## src/rtl/softmax_normalizer.sv

```systemverilog
// Softmax normalizer: buffers one frame of exponentials, sums it and hands the sum to an
// external reciprocal unit, then streams each value scaled by the returned reciprocal.
`timescale 1ns/1ps
module softmax_normalizer #(
   parameter int unsigned DATA_WIDTH    = 32,
   parameter int unsigned FRACTION_BITS = 30,
   parameter int unsigned NUM_CLASSES   = 10,
   parameter int unsigned CNT_WIDTH     = 4
) (
   input  logic                  clk,
   input  logic                  rst,
   input  logic                  in_valid,
   output logic                  in_ready,
   input  logic [DATA_WIDTH-1:0] in_data,
   output logic [DATA_WIDTH-1:0] sum_out,
   output logic                  sum_valid,
   input  logic [DATA_WIDTH-1:0] recip_in,
   output logic                  out_valid,
   input  logic                  out_ready,
   output logic [DATA_WIDTH-1:0] out_data,
   output logic                  out_last
);

   localparam int unsigned ACC_WIDTH = DATA_WIDTH + CNT_WIDTH;
   localparam int unsigned PROD_WIDTH = 2 * DATA_WIDTH;
   localparam logic [CNT_WIDTH-1:0] LAST_IDX = CNT_WIDTH'(NUM_CLASSES - 1);

   typedef enum logic [1:0] {S_LOAD, S_RECIP, S_OUT} state_t;

   state_t                 state, state_next;
   logic [DATA_WIDTH-1:0]  frame_buf [NUM_CLASSES];
   logic [CNT_WIDTH-1:0]   wr_cnt, rd_cnt;
   logic [ACC_WIDTH-1:0]   acc, acc_sum;
   logic [DATA_WIDTH-1:0]  sum_sat;
   logic [DATA_WIDTH-1:0]  recip_reg;
   logic [PROD_WIDTH-1:0]  product, scaled;
   logic                   accept, out_fire;

   assign accept   = in_valid & in_ready;
   assign out_fire = out_valid & out_ready;
   assign acc_sum  = acc + ACC_WIDTH'(in_data);
   assign sum_sat  = (|acc_sum[ACC_WIDTH-1:DATA_WIDTH]) ? '1 : acc_sum[DATA_WIDTH-1:0];

   assign product = PROD_WIDTH'(frame_buf[rd_cnt]) * PROD_WIDTH'(recip_reg);
   assign scaled  = product >> FRACTION_BITS;

   always_comb begin
      state_next = state;
      in_ready   = 1'b0;
      sum_valid  = 1'b0;
      out_valid  = 1'b0;
      out_last   = 1'b0;
      out_data   = '0;
      case (state)
         S_LOAD: begin
            in_ready = ~rst;
            if (accept && wr_cnt == LAST_IDX)
               state_next = S_RECIP;
         end
         S_RECIP: begin
            sum_valid  = 1'b1;
            state_next = S_OUT;
         end
         S_OUT: begin
            out_valid = 1'b1;
            out_last  = (rd_cnt == LAST_IDX);
            // Output is a pure function of registered buffer/reciprocal, so it holds under backpressure.
            out_data  = (|scaled[PROD_WIDTH-1:DATA_WIDTH]) ? '1 : scaled[DATA_WIDTH-1:0];
            if (out_fire && rd_cnt == LAST_IDX)
               state_next = S_LOAD;
         end
         default: state_next = S_LOAD;
      endcase
   end

   always_ff @(posedge clk) begin
      if (rst) begin
         state     <= S_LOAD;
         wr_cnt    <= '0;
         rd_cnt    <= '0;
         acc       <= '0;
         sum_out   <= '0;
         recip_reg <= '0;
      end else begin
         state <= state_next;
         case (state)
            S_LOAD: begin
               if (accept) begin
                  acc <= acc_sum;
                  if (wr_cnt == LAST_IDX) begin
                     wr_cnt  <= '0;
                     sum_out <= sum_sat;
                  end else begin
                     wr_cnt <= wr_cnt + 1'b1;
                  end
               end
            end
            S_RECIP: begin
               // A zero sum yields a zero reciprocal instead of whatever the divider returns.
               recip_reg <= (sum_out == '0) ? '0 : recip_in;
            end
            S_OUT: begin
               if (out_fire) begin
                  if (rd_cnt == LAST_IDX) begin
                     rd_cnt    <= '0;
                     acc       <= '0;
                     sum_out   <= '0;
                     recip_reg <= '0;
                  end else begin
                     rd_cnt <= rd_cnt + 1'b1;
                  end
               end
            end
            default: ;
         endcase
      end
   end

   always_ff @(posedge clk) begin
      if (accept)
         frame_buf[wr_cnt] <= in_data;
   end

endmodule

```

## config.mk

```make
export PLATFORM = sky130hd
export DESIGN_NAME = softmax_normalizer
export DESIGN_NICKNAME = d
export VERILOG_FILES = /design/src/rtl/softmax_normalizer.sv
export SDC_FILE = /design/constraint.sdc
export NUM_CORES = 2
export LEC_CHECK = 0
export BUFFER_PORTS_ARGS = -buffer_cell sky130_fd_sc_hd__buf_2
export CAP_MARGIN = 5
export CORE_MARGIN = 2
export CORE_UTILIZATION = 60
export CTS_BUF_LIST = sky130_fd_sc_hd__clkbuf_4
export DETAILED_ROUTE_END_ITERATION = 10
export GPL_ROUTABILITY_DRIVEN = 0
export PLACE_DENSITY = 0.8
export SYNTH_ARGS = -nofsm -noshare
export SYNTH_HDL_FRONTEND = slang
export SYNTH_SLANG_ARGS = --single-unit
```

## constraint.sdc

```tcl
create_clock -name clk -period 11.2 [get_ports clk]
set_input_delay 1.68 -clock clk [delete_from_list [all_inputs] [get_ports clk]]
set_output_delay 1.68 -clock clk [all_outputs]
set_load 0.01 [all_outputs]
```

After elaboration in Yosys (flattened, before gate mapping)
Memory sizes are Yosys's and may differ from the RTL's. A register that Yosys moved wholly into a read port is not among the register bits.
Index checks and enable logic that the tools add are counted.
{"block": "word_totals", "ram_bits": 320, "word_cells": 65, "mem_bits_ro": 0, "n_memories": 1, "input_bits": 68, "latchBits": 0, "out_inout_bits": 68, "register_bits": 110}
{"name": "frame_buf", "words": 10, "word_bits": 32, "rd": 1, "rd_clocked_by_memory_dff": 1, "write_ports": 1, "line": "31", "rtl": "logic [DATA_WIDTH-1:0] frame_buf [NUM_CLASSES];"}
{"block": "op_classes", "shifts": 0, "n_div": 0, "add_sub_neg": 3, "eq_ne": 10, "n_mul": 1, "muxes": 27, "reduce_logical": 14, "n_lt_le_gt_ge": 0, "n_bitwise": 3}
{"operator": "2-to-1 mux 32 bit", "count": 8}
{"operator": "case mux 32 bit (2 select lines)", "count": 2}
{"operator": "2-to-1 mux 36 bit", "count": 3}
{"operator": "case mux 36 bit (2 select lines)", "count": 1}
{"operator": "multiplier 32 x 32 -> 64 bit", "count": 1}
{"operator": "adder 36 x 32 -> 36 bit", "count": 1}
{"operator": "zero test 32 bit", "count": 1}
{"operator": "2-to-1 mux 4 bit", "count": 4}
{"operator": "inequality test 2 bit, second input constant", "count": 6}
{"operator": "adder 4 x 1 -> 4 bit, second input constant", "count": 2}
{"operator": "equality test 4 bit, second input constant", "count": 2}
{"operator": "2-to-1 mux 1 bit", "count": 6}
{"operator": "case mux 2 bit (3 select lines)", "count": 1}
{"operator": "AND reduction 2 bit", "count": 3}
{"operator": "AND reduction 5 bit", "count": 1}
{"operator": "2-to-1 mux 2 bit", "count": 2}
{"operator": "AND reduction 4 bit", "count": 1}
{"operator": "nonzero test 2 bit", "count": 2}
{"operator": "OR reduction 4 bit", "count": 1}
{"operator": "AND reduction 3 bit", "count": 1}
{"operator": "bitwise AND 1 bit", "count": 2}
{"operator": "equality test 2 x 1 -> 1 bit, second input constant", "count": 1}
{"operator": "equality test 2 bit, second input constant", "count": 1}
{"operator": "logical AND 1 bit", "count": 2}
{"operator": "3 further kinds", "count": 3}

Longest topological paths before layout
{"block": "logic_depth", "word_depth": 6, "ltp_mapped": 37, "mapped_depth_nobuf": 31}

Worst setup path after synthesis
No wires, ideal clock.
{"block": "synth_timing", "kind": "register -> output", "start": "register (tool-made name)", "end": "output port out_data[10]", "path_stages_with_launch": 34, "slack_ns": 0.481, "n_path_buf": 5, "arrival_ns": 9.039, "t_required_ns": 9.520, "path_cell_list": "dfxtp_1 -> clkbuf_1 -> buf_2 -> buf_1 -> mux4_2 -> a211oi_1 -> a21oi_1 -> clkbuf_1 -> and2_1 -> fa_1 -> fa_1 -> fa_1 -> inv_1 -> fa_1 -> inv_1 -> fa_1 -> inv_1 -> fa_1 -> inv_1 -> fa_1 -> fa_1 -> ha_1 -> nand4_1 -> nor4_1 -> nor4b_1 -> nand2_1 -> o21ai_1 -> o211ai_1 -> a21oi_1 -> a31oi_1 -> xnor2_1 -> nand2_1 -> buf_6 -> o21a_1"}
{"item": "end: declaration", "line": "20", "rtl": "output logic [DATA_WIDTH-1:0] out_data,"}

==> impl_metrics.csv <==
group,metric,value,unit
finish,mostFrequentLayoutCell,"fa_1",
sta,setup-violations-final,32,
clocking,ctsHtreeMaxLevel,3,
placed_design,portBuffers,135,
clocking,clock-root-buffer,"clkbuf_4",
finish,share_of_cells_above_drive_strength_1,15.6,%
yosys,postSynthNetCount,6101,
detailed_routing,totalWireLength,145,mm
yosys,synth_fa_ha_area_share,42.6,%
critical_path,worstReg2RegStart,"acc[0]",
yosys,synth_top_family_by_area,"adder cells",
yosys,synth_seq_area_share,23.5,%
critical_path,crit_path_start_kind,"register",
global_route,grt_overflow,0,
yosys,yosys_register_bits,434,
die,die_height,295,um
pwr,switchingPower,884,uW
yosys,synth_async_sr_flop_share,0,%
yosys,dominantRegCellSynth,"edfxtp_1",
sta,final_min_period_over_clock_period,104,%
placed_design,place.detailed.instances,5998,
sta,period_needed,11.67,ns
status,status,"complete, but fails checks",
pwr,internal_power,2510,uW
die,floorplan.initialDensity,60.6,%
detailed_routing,drtAntennaViolNets,0,
die,die-area,0.0868,sq mm
yosys,syn_inst,4845,
global_route,number_of_global_route_vias_before_repair,40100,
worst_hold_path,hp-start,"acc[30]",
yosys,yosys_warnings,0,
finish,nets,6305,
detailed_routing,drt_pre_antenna_iters,6,
clocking,clk_transition_reported_paths,0.07,ns
global_route,grt_max_degree,66,
yosys,yosys.area_share.xor_xnor,1.17,%
critical_path,cp.required,9.52,ns
finish,final_cell_mix,"fa_1, inv_1, and2_1",
pwr,power_density,60.1,mW/mm^2
pwr,power_frac_comb,9.6,%
worst_hold_path,path_class_of_the_lowest_slack_min_delay_path,"register to register",
critical_path,crit_type,"register to primary output",
clocking,worstSkewPairLatency,0.88,ns
pwr,power.share.clock,38.8,%
finish,synthToLayoutAreaGrowth,11.4,%
status,violations,"setup timing",
yosys,netlist_area,0.0507,sq mm
global_route,antenna_found_initial,8,
clocking,cts.hold.buffers_added,0,
clocking,clock_path_buffers,3,
sta,maxClockFrequency,0.0857,GHz
global_route,grt_pass1_wl,220,mm
pwr,switching_fraction_of_total_power,26.0,%
die,std_cell_rows,106,
critical_path,crit_end_category,"primary output",
run,cap_viol_max_count,0,
clocking,clkSinkCount,434,
finish,layout.filler_cells,5912,
detailed_routing,initialDrtViolationCount,3645,
detailed_routing,drt-vias-per-instance,5.96,
finish,largest_register_ff_count,320,
sta,worst_slew_margin_relative_to_its_limit,11.6,%
critical_path,cp_data_arrival_time,9.99,ns
sta,final.setup_skew,0.0730,ns
pwr,maximum_resistive_drop_on_vdd,87.4,uV
sta,timing_worst_slew_pin_value,1.33,ns
critical_path,critPathSlowestCell,"fa_1",
die,floorplan.die.width,295,um
global_route,grtUsageTotal,33.4,%
finish,sequential_cell_area,0.0119,sq mm
clocking,cts_made_buffers,99,
die,design.portCount,136,
critical_path,worstPathMaxFanout,12,
yosys,synthSimpleGateAreaFrac,14.2,%
critical_path,cp_slowest_stage_delay,0.60,ns
sta,maxSlewViolCount,0,
finish,largest_regs,"frame_buf: 320 flops, acc: 36 flops",
detailed_routing,wire_per_inst,23.1,um
pwr,static-leakage-power,0.0262,uW
die,core_area,0.0837,sq mm
sta,finalHoldViolations,0,
sta,fin_ws,-0.467,ns
finish,layoutNonFillerInstCount,6273,
pwr,portion_of_total_power_attributed_to_sequential_cells,51.5,%
yosys,postSynthAreaPerCell,10.5,sq um
detailed_routing,drc,0,
yosys,netlist-cell-type-count,74,
finish,multiInputGateArea,0.0354,sq mm
critical_path,path_common_cell,"fa_1",
clocking,cts_tree,"yes",
yosys,synth-edff-count,320,
sta,setup_repair_after_global_routing_missed_its_margin,"yes",
detailed_routing,detailroute.via_count,37400,
placed_design,hpwl,103,mm
yosys,synth_area_in_compound_gates,6.37,%
yosys,post_synth_mux_area_share,3.56,%
finish,largest_register,"frame_buf",
pwr,total_power,3400,uW
==> layer usage <==
layer	wire [um]	GRT usage, %
met4	9930	19.3
met5	19	0
met1	51600	42.6
met2	66900	53.2
met3	16600	7.18
==> Yosys cell counts, drive strengths merged, types with 3 or more instances <==
cell type / n / share of area [%]
fa: 896 / 35
inv: 882 / 6.5
and2: 566 / 7.0
nand2: 555 / 4.1
edfxtp: 320 / 19
ha: 292 / 7.2
clkbuf: 250 / 1.9
a21oi: 149 / 1.5
dfxtp: 114 / 4.5
nor2: 112 / 0.83
mux4: 64 / 2.8
o21ai: 54 / 0.54
xnor2: 47 / 0.81
a21o: 46 / 0.68
a22oi: 44 / 0.65
nor2b: 43 / 0.53
o21a: 43 / 0.64
a211oi: 41 / 0.61
a221o: 34 / 0.67
mux2i: 34 / 0.67
nand3: 34 / 0.34
buf: 30 / 0.30
nand4: 26 / 0.32
xor2: 21 / 0.36
o21bai: 18 / 0.27
nor3: 17 / 0.17
a31oi: 15 / 0.23
nor4: 15 / 0.19
and3: 11 / 0.14
nand2b: 11 / 0.14
o211ai: 7 / 0.10
a221oi: 6 / 0.13
or3: 6 / 0.084
or2: 4 / 0.049
and4: 3 / 0.057
nor4b: 3 / 0.052
o31ai: 3 / 0.054
==> cell families after synthesis <==
logic type | count (synthesis)
AO/OA/AOI/OAI | 477
XOR/XNOR | 68
adder cells (fa/ha/maj) | 1188
buffers and inverters | 1162
flip-flops | 434
multiplexers | 100
AND/OR/NAND/NOR | 1416
==> power groups by stage <==
stage	clock network [uW]	logic [uW]	registers, uW
after floorplan	0	162	1780
after global placement	0	283	1780
after detailed placement	0	288	1790
after CTS	1330	294	1750
after global routing	1420	346	1750
final	1320	327	1750
==> metrics by stage <==
stage	setup slack, ns	hold WS (ns)	setup TNS, ns	instance area, sq um	util (%)
4_1_cts	-0.331	0.474	-10.06	55200	66.0
6_report	-0.467	0.470	-14.03	56500	67.5
5_1_grt	-0.716	0.500	-22.00	56500	67.5
3_5_place_dp	0.201	0.465	0	53300	63.7
3_3_place_gp	0.263	0.454	0	53300	63.7
2_1_floorplan	0.481	0.447	0	50700	-
==> area by class of cell <==
cell class,instances,share of cell area (%)
antenna,7,0.0310
clock buffer,156,2.07
clock inverter,28,0.306
inverter,882,5.86
multi-input combinational,3252,62.7
sequential,434,21.1
tap,1134,2.51
timing repair buffer,380,5.40
==> final timing paths <==
path                       end  slack, ns  depth (start not counted)
hold reg to reg        acc[30]       0.47                          2
hold / removal         acc[30]       0.47                          2
setup / recovery  out_data[17]      -0.47                         32
setup reg to reg   sum_out[28]       7.09                         14
==> worst max-delay path: cells and delay by family, from the launching register on <==
family                     cells  cell delay [ns]
AOI/OAI and AO/OA              7             1.34
xor gates and xnor gates       1             0.16
adders and majority gates      9             4.48
buffers and inverters          8             0.95
DFF                            1             0.45
muxes                          1             0.54
and+or+nand+nor                6             1.24
==> what timing repair did <==
item                                    in CTS  in global routing
buffers inserted                            20                 54
endpoints found under the setup margin      32                 32
resized for setup                           60                136
cloned                                       1                 11
pin swaps                                    9                 63
Power figures use the tool's default switching activity.
